==> config.mk <==
export PLATFORM = sky130hd
export DESIGN_NAME = alu_sequencer
export DESIGN_NICKNAME = d
export VERILOG_FILES = /design/src/rtl/calc_pkg.sv /design/src/rtl/cycle_timer.sv /design/src/rtl/alu_sequencer.sv
export SDC_FILE = /design/constraint.sdc
export NUM_CORES = 1
export LEC_CHECK = 0
export BUFFER_PORTS_ARGS = -buffer_cell sky130_fd_sc_hd__buf_2
export CAP_MARGIN = 20
export CELL_PAD_IN_SITES_DETAIL_PLACEMENT = 1
export CELL_PAD_IN_SITES_GLOBAL_PLACEMENT = 1
export CORE_ASPECT_RATIO = 0.5
export CORE_UTILIZATION = 37
export CTS_CLUSTER_DIAMETER = 30
export DETAILED_ROUTE_END_ITERATION = 8
export PLACE_DENSITY = 0.85
export SYNTH_ARGS = -nofsm -noshare
export SYNTH_HDL_FRONTEND = slang
export SYNTH_SLANG_ARGS = --single-unit
==> constraint.sdc <==
create_clock -name clk -period 2.8 [get_ports clk]
set_input_delay 0.28 -clock clk [delete_from_list [all_inputs] [get_ports clk]]
set_output_delay 0.28 -clock clk [all_outputs]
set_load 0.02 [all_outputs]
==> src/rtl/calc_pkg.sv <==
// Shared types for the calculator command path: ALU opcodes, sequencer states
// and the default datapath width.
package calc_pkg;

  localparam int CALC_DATA_WIDTH = 16;

  typedef enum logic [1:0] {
    ADD = 2'b00,
    SUB = 2'b01,
    MUL = 2'b10,
    DIV = 2'b11
  } alu_op_e;

  typedef enum logic [1:0] {
    IDLE,
    ISSUE,
    WAIT,
    PRESENT
  } seq_state_e;

endpackage

==> src/rtl/cycle_timer.sv <==
// Saturating cycle counter: o_expired is high once the count reaches TERMINAL-1.
module cycle_timer #(
  parameter int TERMINAL = 64,
  localparam int W = (TERMINAL > 1) ? $clog2(TERMINAL) : 1
) (
  input  logic clk,
  input  logic rst,
  input  logic i_clear,
  input  logic i_enable,
  output logic o_expired
);

  localparam logic [W-1:0] LAST = W'(TERMINAL - 1);

  logic [W-1:0] count_q, count_d;

  assign o_expired = (count_q == LAST);

  // Holding at LAST keeps the expiry level stable instead of wrapping.
  always_comb begin
    count_d = count_q;
    if (i_clear)
      count_d = '0;
    else if (i_enable && !o_expired)
      count_d = count_q + 1'b1;
  end

  always_ff @(posedge clk or posedge rst) begin
    if (rst) count_q <= '0;
    else     count_q <= count_d;
  end

endmodule

==> src/rtl/alu_sequencer.sv <==
// Command-side ALU partner: issues one operation at a time, collects the result
// (or a timeout) and presents it to the display path, keeping a chaining accumulator.
module alu_sequencer
  import calc_pkg::*;
#(
  parameter int DATA_WIDTH     = CALC_DATA_WIDTH,
  parameter int TIMEOUT_CYCLES = 64
) (
  input  logic                  clk,
  input  logic                  rst,
  input  logic [DATA_WIDTH-1:0] i_cmd_a,
  input  logic [DATA_WIDTH-1:0] i_cmd_b,
  input  logic [1:0]            i_cmd_op,
  input  logic                  i_cmd_signed,
  input  logic                  i_cmd_chain,
  input  logic                  i_cmd_valid,
  output logic                  o_cmd_ready,
  output logic [DATA_WIDTH-1:0] o_alu_input_a,
  output logic [DATA_WIDTH-1:0] o_alu_input_b,
  output logic [1:0]            o_alu_input_op,
  output logic                  o_alu_input_signed,
  output logic                  o_alu_input_valid,
  input  logic                  i_alu_input_ready,
  input  logic [DATA_WIDTH-1:0] i_alu_result,
  input  logic                  i_alu_error,
  input  logic                  i_alu_result_valid,
  output logic                  o_alu_result_ready,
  output logic [DATA_WIDTH-1:0] o_res_data,
  output logic                  o_res_error,
  output logic                  o_res_timeout,
  output logic                  o_res_valid,
  input  logic                  i_res_ready,
  output logic [DATA_WIDTH-1:0] o_acc
);

  seq_state_e            state_q, state_d;
  logic                  cmd_ready_q, cmd_ready_d;
  logic                  alu_valid_q, alu_valid_d;
  logic                  alu_res_ready_q, alu_res_ready_d;
  logic [DATA_WIDTH-1:0] op_a_q, op_a_d, op_b_q, op_b_d;
  alu_op_e               op_q, op_d;
  logic                  signed_q, signed_d;
  logic                  res_valid_q, res_valid_d;
  logic [DATA_WIDTH-1:0] res_data_q, res_data_d;
  logic                  res_error_q, res_error_d;
  logic                  res_timeout_q, res_timeout_d;
  logic [DATA_WIDTH-1:0] acc_q, acc_d;
  logic                  stale_q, stale_d;

  logic cmd_fire, alu_in_fire, alu_res_fire;
  logic timer_clear, timer_enable, timer_expired;

  assign cmd_fire     = i_cmd_valid && cmd_ready_q;
  assign alu_in_fire  = alu_valid_q && i_alu_input_ready;
  assign alu_res_fire = i_alu_result_valid && alu_res_ready_q;
  assign timer_clear  = (state_q == IDLE) && cmd_fire;
  assign timer_enable = (state_q == ISSUE) || (state_q == WAIT);

  cycle_timer #(.TERMINAL(TIMEOUT_CYCLES)) u_timer (
    .clk       (clk),
    .rst       (rst),
    .i_clear   (timer_clear),
    .i_enable  (timer_enable),
    .o_expired (timer_expired)
  );

  // A handshake in the expiry cycle always wins over the timeout branch.
  always_comb begin
    state_d         = state_q;
    cmd_ready_d     = cmd_ready_q;
    alu_valid_d     = alu_valid_q;
    alu_res_ready_d = 1'b1;
    op_a_d          = op_a_q;
    op_b_d          = op_b_q;
    op_d            = op_q;
    signed_d        = signed_q;
    res_valid_d     = res_valid_q;
    res_data_d      = res_data_q;
    res_error_d     = res_error_q;
    res_timeout_d   = res_timeout_q;
    acc_d           = acc_q;
    stale_d         = stale_q;

    if (alu_res_fire && stale_q)
      stale_d = 1'b0;

    case (state_q)
      IDLE: begin
        cmd_ready_d = 1'b1;
        if (cmd_fire) begin
          op_a_d      = i_cmd_chain ? acc_q : i_cmd_a;
          op_b_d      = i_cmd_b;
          op_d        = alu_op_e'(i_cmd_op);
          signed_d    = i_cmd_signed;
          cmd_ready_d = 1'b0;
          alu_valid_d = 1'b1;
          state_d     = ISSUE;
        end
      end
      ISSUE: begin
        if (alu_in_fire) begin
          alu_valid_d = 1'b0;
          state_d     = WAIT;
        end else if (timer_expired) begin
          alu_valid_d   = 1'b0;
          res_valid_d   = 1'b1;
          res_data_d    = '0;
          res_error_d   = 1'b1;
          res_timeout_d = 1'b1;
          state_d       = PRESENT;
        end
      end
      WAIT: begin
        if (alu_res_fire && !stale_q) begin
          res_valid_d   = 1'b1;
          res_data_d    = i_alu_result;
          res_error_d   = i_alu_error;
          res_timeout_d = 1'b0;
          if (!i_alu_error)
            acc_d = i_alu_result;
          state_d = PRESENT;
        end else if (timer_expired) begin
          res_valid_d   = 1'b1;
          res_data_d    = '0;
          res_error_d   = 1'b1;
          res_timeout_d = 1'b1;
          stale_d       = 1'b1;
          state_d       = PRESENT;
        end
      end
      PRESENT: begin
        if (i_res_ready) begin
          res_valid_d   = 1'b0;
          res_data_d    = '0;
          res_error_d   = 1'b0;
          res_timeout_d = 1'b0;
          cmd_ready_d   = 1'b1;
          state_d       = IDLE;
        end
      end
      default: state_d = IDLE;
    endcase
  end

  always_ff @(posedge clk or posedge rst) begin
    if (rst) begin
      state_q         <= IDLE;
      cmd_ready_q     <= 1'b0;
      alu_valid_q     <= 1'b0;
      alu_res_ready_q <= 1'b0;
      op_a_q          <= '0;
      op_b_q          <= '0;
      op_q            <= ADD;
      signed_q        <= 1'b0;
      res_valid_q     <= 1'b0;
      res_data_q      <= '0;
      res_error_q     <= 1'b0;
      res_timeout_q   <= 1'b0;
      acc_q           <= '0;
      stale_q         <= 1'b0;
    end else begin
      state_q         <= state_d;
      cmd_ready_q     <= cmd_ready_d;
      alu_valid_q     <= alu_valid_d;
      alu_res_ready_q <= alu_res_ready_d;
      op_a_q          <= op_a_d;
      op_b_q          <= op_b_d;
      op_q            <= op_d;
      signed_q        <= signed_d;
      res_valid_q     <= res_valid_d;
      res_data_q      <= res_data_d;
      res_error_q     <= res_error_d;
      res_timeout_q   <= res_timeout_d;
      acc_q           <= acc_d;
      stale_q         <= stale_d;
    end
  end

  assign o_cmd_ready        = cmd_ready_q;
  assign o_alu_input_a      = op_a_q;
  assign o_alu_input_b      = op_b_q;
  assign o_alu_input_op     = op_q;
  assign o_alu_input_signed = signed_q;
  assign o_alu_input_valid  = alu_valid_q;
  assign o_alu_result_ready = alu_res_ready_q;
  assign o_res_data         = res_data_q;
  assign o_res_error        = res_error_q;
  assign o_res_timeout      = res_timeout_q;
  assign o_res_valid        = res_valid_q;
  assign o_acc              = acc_q;

endmodule

Word level (Yosys, flattened, before mapping)

Cells that the tools add are included.

Bits in registers: 82
Logic and storage cells: 84

$add $sub $neg: 1
Equality and inequality tests: 8
Mux-type cells: 38
Bitwise gates (word level): 1
Reduce and logical (&&, ||, !) cells: 21

Operator list:

| cell                                                                    | count |
|---|---|
| 16-bit two-way mux                                                      | 5 |
| 16-bit case mux with 3 select lines                                     | 1 |
| 1-bit two-way mux                                                       | 19 |
| 6-bit two-way mux                                                       | 2 |
| 2-bit two-way mux                                                       | 5 |
| 1-bit case mux with 3 select lines                                      | 3 |
| 3-bit AND reduction                                                     | 3 |
| 2-bit case mux with 4 select lines                                      | 1 |
| 1-bit logical AND                                                       | 7 |
| 6-bit by 1-bit adder with 6-bit output, second input constant           | 1 |
| 6-bit equality test, second input constant                              | 1 |
| 2-bit inequality test, second input constant                            | 3 |
| 2-bit AND reduction                                                     | 3 |
| 2-bit nonzero test                                                      | 3 |
| 2-bit equality test, second input constant                              | 2 |
| 1-bit case mux with 2 select lines                                      | 2 |
| 3-bit by 2-bit inequality test with 1-bit output, second input constant | 1 |
| 3-bit nonzero test                                                      | 1 |
| 2-bit by 1-bit equality test with 1-bit output, second input constant   | 1 |
| 1-bit zero test                                                         | 2 |
| 2-bit zero test                                                         | 1 |
| 1-bit logical OR                                                        | 1 |
| 1-bit inverter                                                          | 1 |

Logic depth before layout (Yosys ltp)

Word-level depth: 6
Depth in mapped cells: 8
Depth with buffers taken out: 6

By module

A second synthesis with hierarchy kept.

Cells, all modules: 315
Area, all modules: 3545.9 µm²

Modules (own cells, without submodules):

| module        | times used | cells each | area each (µm²) | sequential area each (µm²) |
|---|---|---|---|---|
| alu_sequencer | 1          | 278        | 3176.8          | 1901.8 |
| cycle_timer   | 1          | 37         | 369.1           | 150.1 |

Least setup slack after synthesis

Ideal clock, no wire load.

Path kind: reg-to-reg
Start point: register state_q[0]
End point: register acc_q[0], in the netlist o_acc[0]
Arrival: 1.679 ns
Slack: 0.996 ns
Stages on the path, launching flop included: 6
Buffers on the path: 1
Period minus slack after synthesis: 1.804 ns
Cells stage by stage: dfrtp_1 > inv_1 > ha_1 > nor4b_4 > buf_8 > mux2_4

Cells in the longest elaborated chain, start to end: 2

RTL lines:

| element                       | line                 | text |
|---|---|---|
| start, declared               | alu_sequencer.sv:36  | `seq_state_e state_q, state_d;` |
| start signal, assigned        | alu_sequencer.sv:162 | `state_q <= state_d;` |
| 2-bit equality test           | alu_sequencer.sv:87  | `case (state_q)` |
| 3-bit AND reduction (no line) | --                   |  |
| end signal, assigned          | alu_sequencer.sv:159 | `acc_q <= '0;` |
| end signal, assigned          | alu_sequencer.sv:174 | `acc_q <= acc_d;` |
| end, declared                 | alu_sequencer.sv:47  | `logic [DATA_WIDTH-1:0] acc_q, acc_d;` |

Every way passes these cells.
A chain may end at the register's enable or synchronous reset.

Final worst setup path

Start point: register state_q[0]
End point: register acc_q[4], in the netlist o_acc[4]

The elaborated chain is that of the path after synthesis.

==> flow_summary_export.csv <==
group,metric,value,unit
outcome,status,"finished, final reports clean",
worst_setup_path,critPathSlowestCell,"nor4b_4",
clock_tree,cts_buffers,9,
final_layout,fill_cells,1039,
clock_tree,clk_pin_slew,0.06,ns
sta,fmax,453.2,MHz
placed_design,dp_hpwl,7178,um
global_routing,use_met2,0.3761,
worst_setup_path,crit_chain,"inv_1 -> ha_1 -> nor4b_4 -> buf_4 -> mux2_4",
sta,post-route-min-period,2.206,ns
yosys,synth_ff_type,"dfrtp_1",
yosys,synth_edf_count,0,
sta,final_hold_viol_count,0,
die,floorplan.io_pins,132,
die,core_area,0.008979,mm2
clock_tree,clkLatencyLatePin,0.34,ns
yosys,synthCells,308,
pwr,p_leak,2.467,nW
final_layout,area_delta_synth_final,29.61,%
route,drt-initial-drc-count,103,
pwr,p_per_area,1186,mW/mm2
global_routing,track_usage,0.2105,
sta,tns,0,ns
sta,worst_pin_slew,0.6623,ns
route,firstDrtPassIters,4,
worst_setup_path,crit_family,"simple AND/OR/NAND/NOR gates",
clock_tree,clkSinkCount,82,
sta,slew_viol_final,0,
yosys,synth_common_cells,"dfrtp_1 (82), nand2_1 (82), o21ai_0 (20)",
job,maxCapViolCount,0,
sta,fin_crit_sh,0.7880,
global_routing,grt_first_pass_wirelength,15740,um
die,die_x,139.9,um
yosys,ys_top_cells_by_area,"dfrtp_1 (58%), nand2_1 (8.7%), mux2i_1 (4.6%)",
route,routed_wl,9769,um
final_layout,final_layout_size_suffix_gt1_frac,0.3946,
clock_tree,cts.path.max_buffers,2,
sta,slew-limit-headroom,0.5584,
sta,setup_viol,0,
yosys,synth_top_area_share,0.5830,
route,vias,2782,
pwr,irDropWorstVdd,0.3572,mV
yosys,syn-num-nets,372,
placed_design,place.port_buffers,131,
worst_setup_path,crit_type,"reg2reg",
final_layout,nets,506,
placed_design,dp.cells,547,
placed_design,gp_congestion,0.7887,
global_routing,grt_pass1_vias,2963,
route,wl_per_cell,17.35,um
worst_setup_path,worst-path-buf-inv,2,
global_routing,global_route.usage.met1,0.2457,
yosys,synthesis.area,0.003520,mm2
final_layout,antenna-diode-count,0,
die,rows,24,
sta,fin_skew,0.008542,ns
yosys,syn_avg_cell_area,11.43,um2
worst_setup_path,worstSetupStartpoint,"state_q[0]$_DFFE_PP0P_",
clock_tree,cts_tree,"done",
yosys,synth_top_area_cell,"dfrtp_1",
global_routing,top_usage_layer,"met2",
global_routing,use_met3,0.06161,
route,final_antenna_net_count,0,
global_routing,gr-total-overflow,0,
worst_setup_path,critPathArrivalTime,2.43,ns
yosys,async_flop_share,1.000,
worst_setup_path,rr_startpoint,"state_q[0]$_DFFE_PP0P_",
worst_setup_path,cp.required,3.03,ns
yosys,synth-seq-cells,82,
die,initial_core_util,0.3920,
die,die_h,70.97,um
worst_setup_path,max_stage_delay,0.60,ns
route,drcViolationCount,0,
yosys,ys_warn_count,0,
die,die_area,0.009930,mm2
clock_tree,htree_levels,3,
yosys,synth-seq-area-share,0.5830,
worst_setup_path,cp-start-kind,"flop",
global_routing,antenna_found_initial,0,
hold_path,hold_class,"in2reg",
hold_path,min-delay-start,"i_cmd_b[9]",
worst_setup_path,end_kind,"flop",
global_routing,grt_max_degree,55,
yosys,synth.distinct_cells,37,
clock_tree,root_buffer,"clkbuf_16",
final_layout,final_cells,563,
worst_setup_path,crit_fanout,9,
route,via_per_inst,4.941,
sta,grt_setup_unrepaired,"false",
power breakdown:
group	internal, mW	leakage [nW]	switching [mW]
clock network	0.620	0.128	0.479
logic	0.847	1.28	1.43
registers	1.69	1.06	0.343
total	3.15	2.47	2.26
through the flow:
| step | setup slack, ns | area, um2 | util | hold WS [ns] | total power [mW] |
|---|---|---|---|---|---|
| finish | 0.5935 | 4562 | 0.5081 | 0.1273 | 5.408 |
| global route | 0.4834 | 4562 | 0.5081 | 0.1385 | 5.733 |
| CTS | 0.5924 | 4562 | 0.5081 | 0.1191 | 5.460 |
| detailed placement | 0.6074 | 4280 | 0.4767 | 0.2761 | 4.336 |
| global placement | 0.7384 | 4280 | 0.4767 | 0.2745 | 4.225 |
| floorplan | 0.4116 | 3520 | - | 0.3854 | 3.483 |
what timing repair did:
action | 4_1_cts | 5_1_grt
hold endpoints to repair | 21 | 0
hold buffers | 1 | 0
setup buffers | 0 | 0
resized for setup | 0 | 0
worst paths after layout:
kind / slack, ns / to / cells after the start
max in group asynchronous: 1.61 / o_alu_input_a[12]$_DFFE_PP0P_ / 4
setup / recovery: 0.59 / o_acc[4]$_DFFE_PP0P_ / 5
hold / removal: 0.13 / o_alu_input_b[9]$_DFFE_PP0P_ / 3
hold reg to reg: 0.47 / o_alu_input_op[0]$_DFFE_PP0P_ / 2
min in group asynchronous: 0.45 / o_res_data[6]$_DFFE_PP0P_ / 3
setup reg to reg: 0.59 / o_acc[4]$_DFFE_PP0P_ / 5
routing by layer:
layer	share of wire	wire [um]	up-vias
li1	-	-	1319
met1	0.42	4118	1390
met2	0.52	5128	54
met3	0.032	317	19
met4	0.021	205	0
met5	0	0	-
cell type report:
| class | count | area [um2] | share of cell area |
|---|---|---|---|
| clock inverter | 4 | 28.78 | 0.006308 |
| clock buffer | 11 | 242.7 | 0.05321 |
| timing repair buffer | 137 | 703.2 | 0.1541 |
| inverter | 5 | 20.02 | 0.004388 |
| tap | 117 | 146.4 | 0.03209 |
| multi-input combinational | 207 | 1369 | 0.3001 |
| sequential | 82 | 2052 | 0.4498 |
registers in the layout (all words and copies together), names as in the netlist, 2 cells and up:
signal / cells
o_acc: 16
u_timer.count_q: 6
o_alu_input_b: 16
o_res_data: 16
o_alu_input_op: 2
o_alu_input_a: 16
state_q: 2
worst register-to-register path, stage by stage (launching register included):
cell and delay (ns):
dfrtp_1 0.43, inv_1 0.11, ha_1 0.30, nor4b_4 0.60
buf_4 0.33, mux2_4 0.33
placed cells by master (no fill, tap or decap), types with 2 or more instances in the layout:
master        n
mux2_4        9
o211a_1       2
clkbuf_16     9
nor3b_4       2
mux2_2        8
clkinv_2      2
nor2_1       12
inv_1         4
a22o_1       17
clkinvlp_4    2
buf_4         5
a21oi_1       4
buf_2       131
mux2i_1      16
nand4_1       3
xor2_1        2
nor3_1        3
o21ai_0      20
dfrtp_1      82
o21a_1        3
nand3_1       4
ha_1          5
nand2_1      82
logic make-up (layout without fill, tap and decap cells):
logic type / Yosys count / after routing / share of synthesized area
AND/OR/NAND/NOR: 115 / 115 / 0.1497
flip-flops: 82 / 82 / 0.5830
AO/OA/AOI/OAI: 51 / 51 / 0.1045
multiplexers: 33 / 33 / 0.1095
buffers and inverters: 19 / 157 / 0.02950
adder cells (fa/ha/maj): 5 / 5 / 0.01777
XOR/XNOR: 2 / 2 / 0.004978
other: 1 / 1 / 0.001065
(Power assumes the default switching activity.)
